### config.mk
export PLATFORM = sky130hd
export DESIGN_NAME = rv32i_writeback_unit
export DESIGN_NICKNAME = d
export VERILOG_FILES = /design/src/rtl/rv32i_writeback_unit.sv
export SDC_FILE = /design/constraint.sdc
export NUM_CORES = 1
export LEC_CHECK = 0
export ABC_AREA = 0
export CAP_MARGIN = 25
export CORE_UTILIZATION = 60
export DETAILED_ROUTE_END_ITERATION = 10
export DONT_BUFFER_PORTS = 1
export GPL_TIMING_DRIVEN = 0
export PLACE_DENSITY = 0.76
export SLEW_MARGIN = 30
export SYNTH_ARGS = -nofsm -noshare
export SYNTH_HDL_FRONTEND = slang
export SYNTH_SLANG_ARGS = --single-unit
### constraint.sdc
create_clock -name clk -period 3.05 [get_ports clk]
set_input_delay 0.61 -clock clk [delete_from_list [all_inputs] [get_ports clk]]
set_output_delay 0.61 -clock clk [all_outputs]
set_load 0.005 [all_outputs]
### src/rtl/rv32i_writeback_unit.sv
// Register-file write arbiter: ALU results plus buffered load returns, with a load scoreboard.
// Optional WB_LOAD_PRIORITY_EN: a full load buffer stalls the ALU and drains one load.
module rv32i_writeback_unit #(
   parameter int NUM_OF_SETS    = 32,
   parameter int DATA_BUS_WIDTH = 32,
   parameter int FIFO_DEPTH     = 4,
   localparam int AW = $clog2(NUM_OF_SETS),
   localparam int DW = DATA_BUS_WIDTH,
   localparam int CW = $clog2(FIFO_DEPTH) + 1
) (
   input  logic                   clk,
   input  logic                   rst,
   input  logic                   alu_valid,
   input  logic [AW-1:0]          alu_rd,
   input  logic [DW-1:0]          alu_data,
   output logic                   alu_stall,
   input  logic                   ld_issue,
   input  logic [AW-1:0]          ld_issue_rd,
   input  logic                   ld_ret_valid,
   output logic                   ld_ret_ready,
   input  logic [AW-1:0]          ld_ret_rd,
   input  logic [DW-1:0]          ld_ret_data,
   output logic [NUM_OF_SETS-1:0] busy_mask,
   output logic [CW-1:0]          fifo_count,
   output logic                   wr_enable,
   output logic [AW-1:0]          wr_addr,
   output logic [DW-1:0]          wr_data
);

   localparam int PW = $clog2(FIFO_DEPTH);

   typedef struct packed {
      logic [AW-1:0] rd;
      logic [DW-1:0] data;
   } wb_entry_t;

   wb_entry_t                mem [FIFO_DEPTH];
   wb_entry_t                sel_entry;
   logic [PW-1:0]            head;
   logic [PW-1:0]            tail;
   logic [CW-1:0]            count;
   logic                     full;
   logic                     push;
   logic                     pop;
   logic                     sel_alu;
   logic                     sel_ld;
   logic                     wr_from_ld;
   logic [NUM_OF_SETS-1:0]   busy_next;

   // Ready is taken before any same-edge pop, so a full buffer refuses a push.
   assign full         = (count == CW'(FIFO_DEPTH));
   assign ld_ret_ready = !full;
   assign push         = ld_ret_valid && !full;
   assign fifo_count   = count;

`ifdef WB_LOAD_PRIORITY_EN
   assign alu_stall = alu_valid && full;
`else
   assign alu_stall = 1'b0;
`endif

   assign sel_alu = alu_valid && !alu_stall;
   assign sel_ld  = !sel_alu && (count != '0);
   assign pop     = sel_ld;

   always_comb begin
      sel_entry = mem[head];
      if (sel_alu) begin
         sel_entry.rd   = alu_rd;
         sel_entry.data = alu_data;
      end
   end

   always_ff @(posedge clk) begin
      if (push) begin
         mem[tail] <= '{rd: ld_ret_rd, data: ld_ret_data};
      end
   end

   always_ff @(posedge clk or posedge rst) begin
      if (rst) begin
         head  <= '0;
         tail  <= '0;
         count <= '0;
      end else begin
         if (push) tail <= tail + PW'(1);
         if (pop)  head <= head + PW'(1);
         count <= count + CW'(push) - CW'(pop);
      end
   end

   // x0 writes are consumed like any other but never strobed.
   always_ff @(posedge clk or posedge rst) begin
      if (rst) begin
         wr_enable  <= 1'b0;
         wr_addr    <= '0;
         wr_data    <= '0;
         wr_from_ld <= 1'b0;
      end else if (sel_alu || sel_ld) begin
         wr_enable  <= (sel_entry.rd != '0);
         wr_addr    <= sel_entry.rd;
         wr_data    <= sel_entry.data;
         wr_from_ld <= sel_ld;
      end else begin
         wr_enable  <= 1'b0;
         wr_from_ld <= 1'b0;
      end
   end

   // Clear on load commit first so a same-edge re-issue of that register keeps it busy.
   always_comb begin
      busy_next = busy_mask;
      if (wr_enable && wr_from_ld) busy_next[wr_addr] = 1'b0;
      if (ld_issue && (ld_issue_rd != '0)) busy_next[ld_issue_rd] = 1'b1;
      busy_next[0] = 1'b0;
   end

   always_ff @(posedge clk or posedge rst) begin
      if (rst) busy_mask <= '0;
      else     busy_mask <= busy_next;
   end

endmodule

; ---- Yosys cells after proc, flatten, opt, wreduce, memory -nomap -nowiden
; Memories as Yosys holds them, arrays and structs flattened.
; Index checks and enable logic that the tools add are counted.
[totals]
ff_bits = 77
ram_bits = 148
in_bits = 84
output_inout_bits = 75
wordCells = 44
memories = 1
[op_classes]
addsub = 4
order_cmp = 4
eq_ne = 1
n_mux = 11
bitwise_logic = 3
n_reduce_logical = 12
[memory_table]
columns = name, words, word_bits, read_ports, rd_clocked_by_memory_dff, wr, line
row1 = mem, 4, 37, 1, 0, 1, 37  ; wb_entry_t mem [FIFO_DEPTH];
[ops]
columns = cell, count
row1 = 32-bit two-way mux, 2
row2 = 37-bit two-way mux, 1
row3 = 32-bit bitwise AND, 1
row4 = 32-bit NOT, 1
row5 = 32-bit OR, 1
row6 = "5-bit by 6-bit < comparator with 1-bit output, second input constant", 2
row7 = 1-bit demux with 5-bit select, 2
row8 = "5-bit by 1-bit greater-or-equal comparator with 1-bit output, second input constant", 2
row9 = 5-bit nonzero test, 2
row10 = 1-bit logical AND, 6
row11 = 1-bit two-way mux, 6
row12 = "2-bit by 1-bit adder with 2-bit output, second input constant", 2
row13 = 3-bit by 1-bit adder with 3-bit output, 1
row14 = "3-bit == test, second input constant", 1
row15 = 3-bit nonzero test, 1
row16 = 3-bit by 1-bit subtractor with 3-bit output, 1
row17 = 1-bit zero test, 2
row18 = 1-bit logical OR, 1

; ---- Depth between registers and ports, before layout
[logic_depth]
word_depth = 9
ltp_mapped = 10
mapped_depth_nobuf = 10

; ---- Worst setup path after synthesis
; Ideal clock, no wire load.
[synth_path]
path_kind = input -> register
start = in alu_valid
end = reg count[2] (netlist: fifo_count[2])
setup_time_ps = 123
arrival_time_ps = 1969
required_ps = 2927
path_slack_ps = 959
path_stages = 8
n_path_buf = 1
path_cell_list = buf_2 -> nor2_1 -> ha_1 -> inv_1 -> ha_1 -> fa_1 -> xnor2_1 -> xnor2_1
[synth_between]
elab_chain_cells = 3
[synth_lines]
columns = item, line
row1 = start: declaration, 13  ; input logic alu_valid,
row2 = 1-bit zero test, 63  ; assign sel_ld = !sel_alu && (count != '0);
row3 = 1-bit logical AND, 63
row4 = via pop, 44  ; logic pop;
row5 = 3-bit by 1-bit subtractor with 3-bit output, 88  ; count <= count + CW'(push) - CW'(pop);
row6 = end signal: assignment, 88
row7 = end: declaration, 41  ; logic [CW-1:0] count;
; The timed path passes the listed nets, and every way through them passes these cells.
; A chain may end at the register's enable or synchronous reset.

; ---- Worst setup path after layout
[layout_path]
start = reg count[0] (netlist: fifo_count[0])
end = reg count[2] (netlist: fifo_count[2])
[layout_between]
elab_chain_cells = 5
elab_cells_between_ends = 7
classes_between = 2 x add/sub / 1 x eq/ne / 4 x reduce/logical
[layout_lines]
columns = item, line
row1 = 3-bit == test, 51  ; assign full = (count == CW'(FIFO_DEPTH));
row2 = 1-bit zero test, -
row3 = via ld_ret_ready, 20  ; output logic ld_ret_ready,
row4 = 1-bit logical AND, 53  ; assign push = ld_ret_valid && !full;
row5 = 3-bit by 1-bit adder with 3-bit output, 88
row6 = 3-bit by 1-bit subtractor with 3-bit output, 88
; The timed path passes the listed nets, and every way through them passes these cells.

==> results.toml <==
[yosys]
ys.warnings.count = 0
synth_ff_type = "edfxtp_1"
avgSynthCellArea_um2 = 15.4
netlist_top_cells_count = "148 x edfxtp_1, 77 x dfrtp_1, 74 x nand2_1, 63 x o21ai_0, 42 x nor2_1"
synth_top_area_frac = 0.504
async_flop_share = 0.342
synth_top_cell_by_area = "edfxtp_1"
synthesis.area_mm2 = 0.00882
syn-instance-count = 574
yosysSeqAreaShare = 0.722
ys_types = 44
synth.most_common_cell = "edfxtp_1"
synth_edf_count = 148
ys_seq_elements = 225
synth.area.top_cells = "edfxtp_1 50%, dfrtp_1 22%, mux4_2 6.4%, o21ai_0 3.6%, nand2_1 3.1%"

[sta]
slew_violations = 0
clock.fmax_mhz = 445
worstMarginPinSlew_ps = 698
finalSetupViolations = 0
slew-limit-headroom = 0.530
grt_setup_unrepaired = "false"
fin_crit_ps = 2250
timing.final.ws_setup_ps = 801
skew_ps = 8.39
finalCritPeriodShare = 0.737
hold_viol = 0

[placed_design]
dpl.cell_count = 756
place_area_mm2 = 0.00910
io_buffers = 0
place_ws_ps = 773
dp_hpwl_um = 12000
place_congestion = 0.788

[routing]
drtIter0Drc = 455
drc = 0
vias = 5042
ant_nets = 0
post_drt_via_cell_ratio = 6.33
dr.pass1.iters = 4
wl_per_cell_um = 23.2
drt-total-wl_um = 18500

[setup_path]
cp.required_ps = 3430
cp.depth = 10
path_class = "flip-flop to flip-flop"
critPathBufInv = 2
path_cells = "nor2_1 > nand2_1 > and2_1 > inv_1 > ha_1 > inv_1 > ha_1 > fa_1 > xnor2_1 > xnor2_1"
crit_path_top_delay_cell = "dfrtp_1"
cp-startpoint = "fifo_count[0]$_DFF_PP0_"
ff2ff_path_depth = 10
critPathTopFamily = "adder cells"
start_kind = "flip-flop"
end_kind = "flip-flop"
crit_arrival_ps = 2630
ff2ff_setup_slack_ps = 800
critPathMaxStageDelay_ps = 450
r2r-start = "fifo_count[0]$_DFF_PP0_"
worstPathMaxFanout = 6

[clock_network]
cts_setup_buffers = 0
root_buffer = "clkbuf_16"
clockBufferDepth = 3
clk_latency_ps = 500
cts_buffers = 22
cts_max_level = 1
cts_sinks = 225
clk_pin_slew_ps = 60
cts_tree = "yes"

[global_routing]
grt_max_degree = 55
grt_pass1_wl_um = 27500
grt_pass1_vias = 5241
globalRouteTotalUtil = 0.247
grt.overflow.total = 0
antenna_found_initial = 0

[floorplanning]
core_mm2 = 0.0141
die_h_um = 123
std_cell_rows = 43
start_util = 0.626
fp.dieW_um = 123
die_area_mm2 = 0.0152
io_pins = 159

[final_layout]
nNetsFinal = 692
multiInputGateArea_mm2 = 0.00228
area_growth_pct = 12.0
drive_above_1_share = 0.141
regArea_mm2 = 0.00637
design_area_mm2 = 0.00987
fillCellCount = 920
antenna_cells = 0
final_cells = 797

[pwr]
p_total_mw = 9.72
max-vdd-ir-drop_v = 0.000566
p_per_area_mw_per_mm2 = 984
cellLeakagePower_nw = 3.55

[worst_hold_path]
hold_class = "input port to flip-flop"
hp-start = "ld_ret_data[15]"
min_path_cells = 0

[flow_run]
max_cap_violations = 0

[status]
outcome = "finished, final reports clean"
==> worst reg2reg max path: stages (launching register included) <==
cell and delay [ps]:
dfrtp_1 450, nor2_1 70, nand2_1 190, and2_1 220, inv_1 60, ha_1 270, inv_1 40, ha_1 180
fa_1 380, xnor2_1 150, xnor2_1 130
==> cell usage in the layout, fill, tap and decap left out, types with 3 or more instances in the layout <==
cell type / instances
a31oi_1: 33
o22ai_1: 3
or3_1: 3
a21oi_1: 6
bufinv_16: 3
and3_4: 4
mux4_1: 7
clkbuf_16: 23
nand2_1: 74
inv_1: 6
nand3b_1: 8
clkbuf_8: 4
clkbuf_1: 14
mux2i_1: 7
ha_1: 6
dfrtp_1: 77
clkinv_2: 3
nor2_1: 42
buf_2: 8
xnor2_1: 4
buf_1: 3
edfxtp_1: 148
buf_4: 4
or3b_2: 3
o21ai_0: 63
nand3_1: 3
mux4_2: 25
==> logic make-up after synthesis <==
| kind of cell | after synthesis | share of synthesized area |
|---|---|---|
| buffers and inverters | 36 | 0.0217 |
| AOI/OAI and AO/OA | 111 | 0.0704 |
| xor gates and xnor gates | 5 | 0.00497 |
| muxes | 41 | 0.0952 |
| other | 1 | 0.000425 |
| DFF | 225 | 0.722 |
| adders and majority gates | 7 | 0.0108 |
| and+or+nand+nor | 148 | 0.0741 |
==> metal layers <==
metal / global-route usage / vias to the layer above / wire [um]
li1: - / 2229 / -
met1: 0.306 / 2529 / 7170
met2: 0.417 / 252 / 9170
met3: 0.0743 / 32 / 1700
met4: 0.0828 / 0 / 421
met5: 0 / - / 0
==> flip-flops by register name (all words and copies together), names as in the netlist <==
register    flops
head            2
fifo_count      3
mem           148
wr_data        32
wr_addr         5
wr_from_ld      1
tail            2
busy_mask      31
wr_enable       1
==> cell type report <==
class / count / share of cell area
buffer: 28 / 0.0163
clock buffer: 31 / 0.0654
clock inverter: 9 / 0.0122
inverter: 8 / 0.00329
multi-input combinational: 314 / 0.231
sequential: 225 / 0.645
tap: 180 / 0.0228
timing repair buffer: 2 / 0.00380
==> stage by stage <==
stage | utilization | hold slack, ps | setup TNS (ps)
final | 0.700 | 206 | 0
after detailed placement | 0.645 | 494 | 0
after CTS | 0.700 | 190 | 0
after floorplan | - | 494 | 0
after global placement | 0.642 | 518 | -25400
after global routing | 0.700 | 188 | 0
==> worst paths after layout <==
path,endpoint
worst max-delay path,fifo_count[2]$_DFF_PP0_
worst min-delay path,mem[2][15]$_DFFE_PP_
worst max register to register,fifo_count[2]$_DFF_PP0_
worst min register to register,busy_mask[24]$_DFF_PP0_
max in group asynchronous,busy_mask[19]$_DFF_PP0_
min in group asynchronous,wr_data[26]$_DFFE_PP0P_
==> repair_timing <==
| item | 4_1_cts | 5_1_grt |
|---|---|---|
| endpoints found under the hold margin | 23 | 0 |
| hold buffers | 1 | 0 |
| gates resized for setup | 0 | 0 |
==> power breakdown <==
part | switching, mW | internal, mW | leakage [nW] | total, mW
sequential | 0.501 | 4.18 | 2.23 | 4.68
combinational | 1.25 | 0.968 | 0.952 | 2.22
clock | 1.09 | 1.73 | 0.374 | 2.82
No activity file was read; power rests on OpenSTA's default activity.
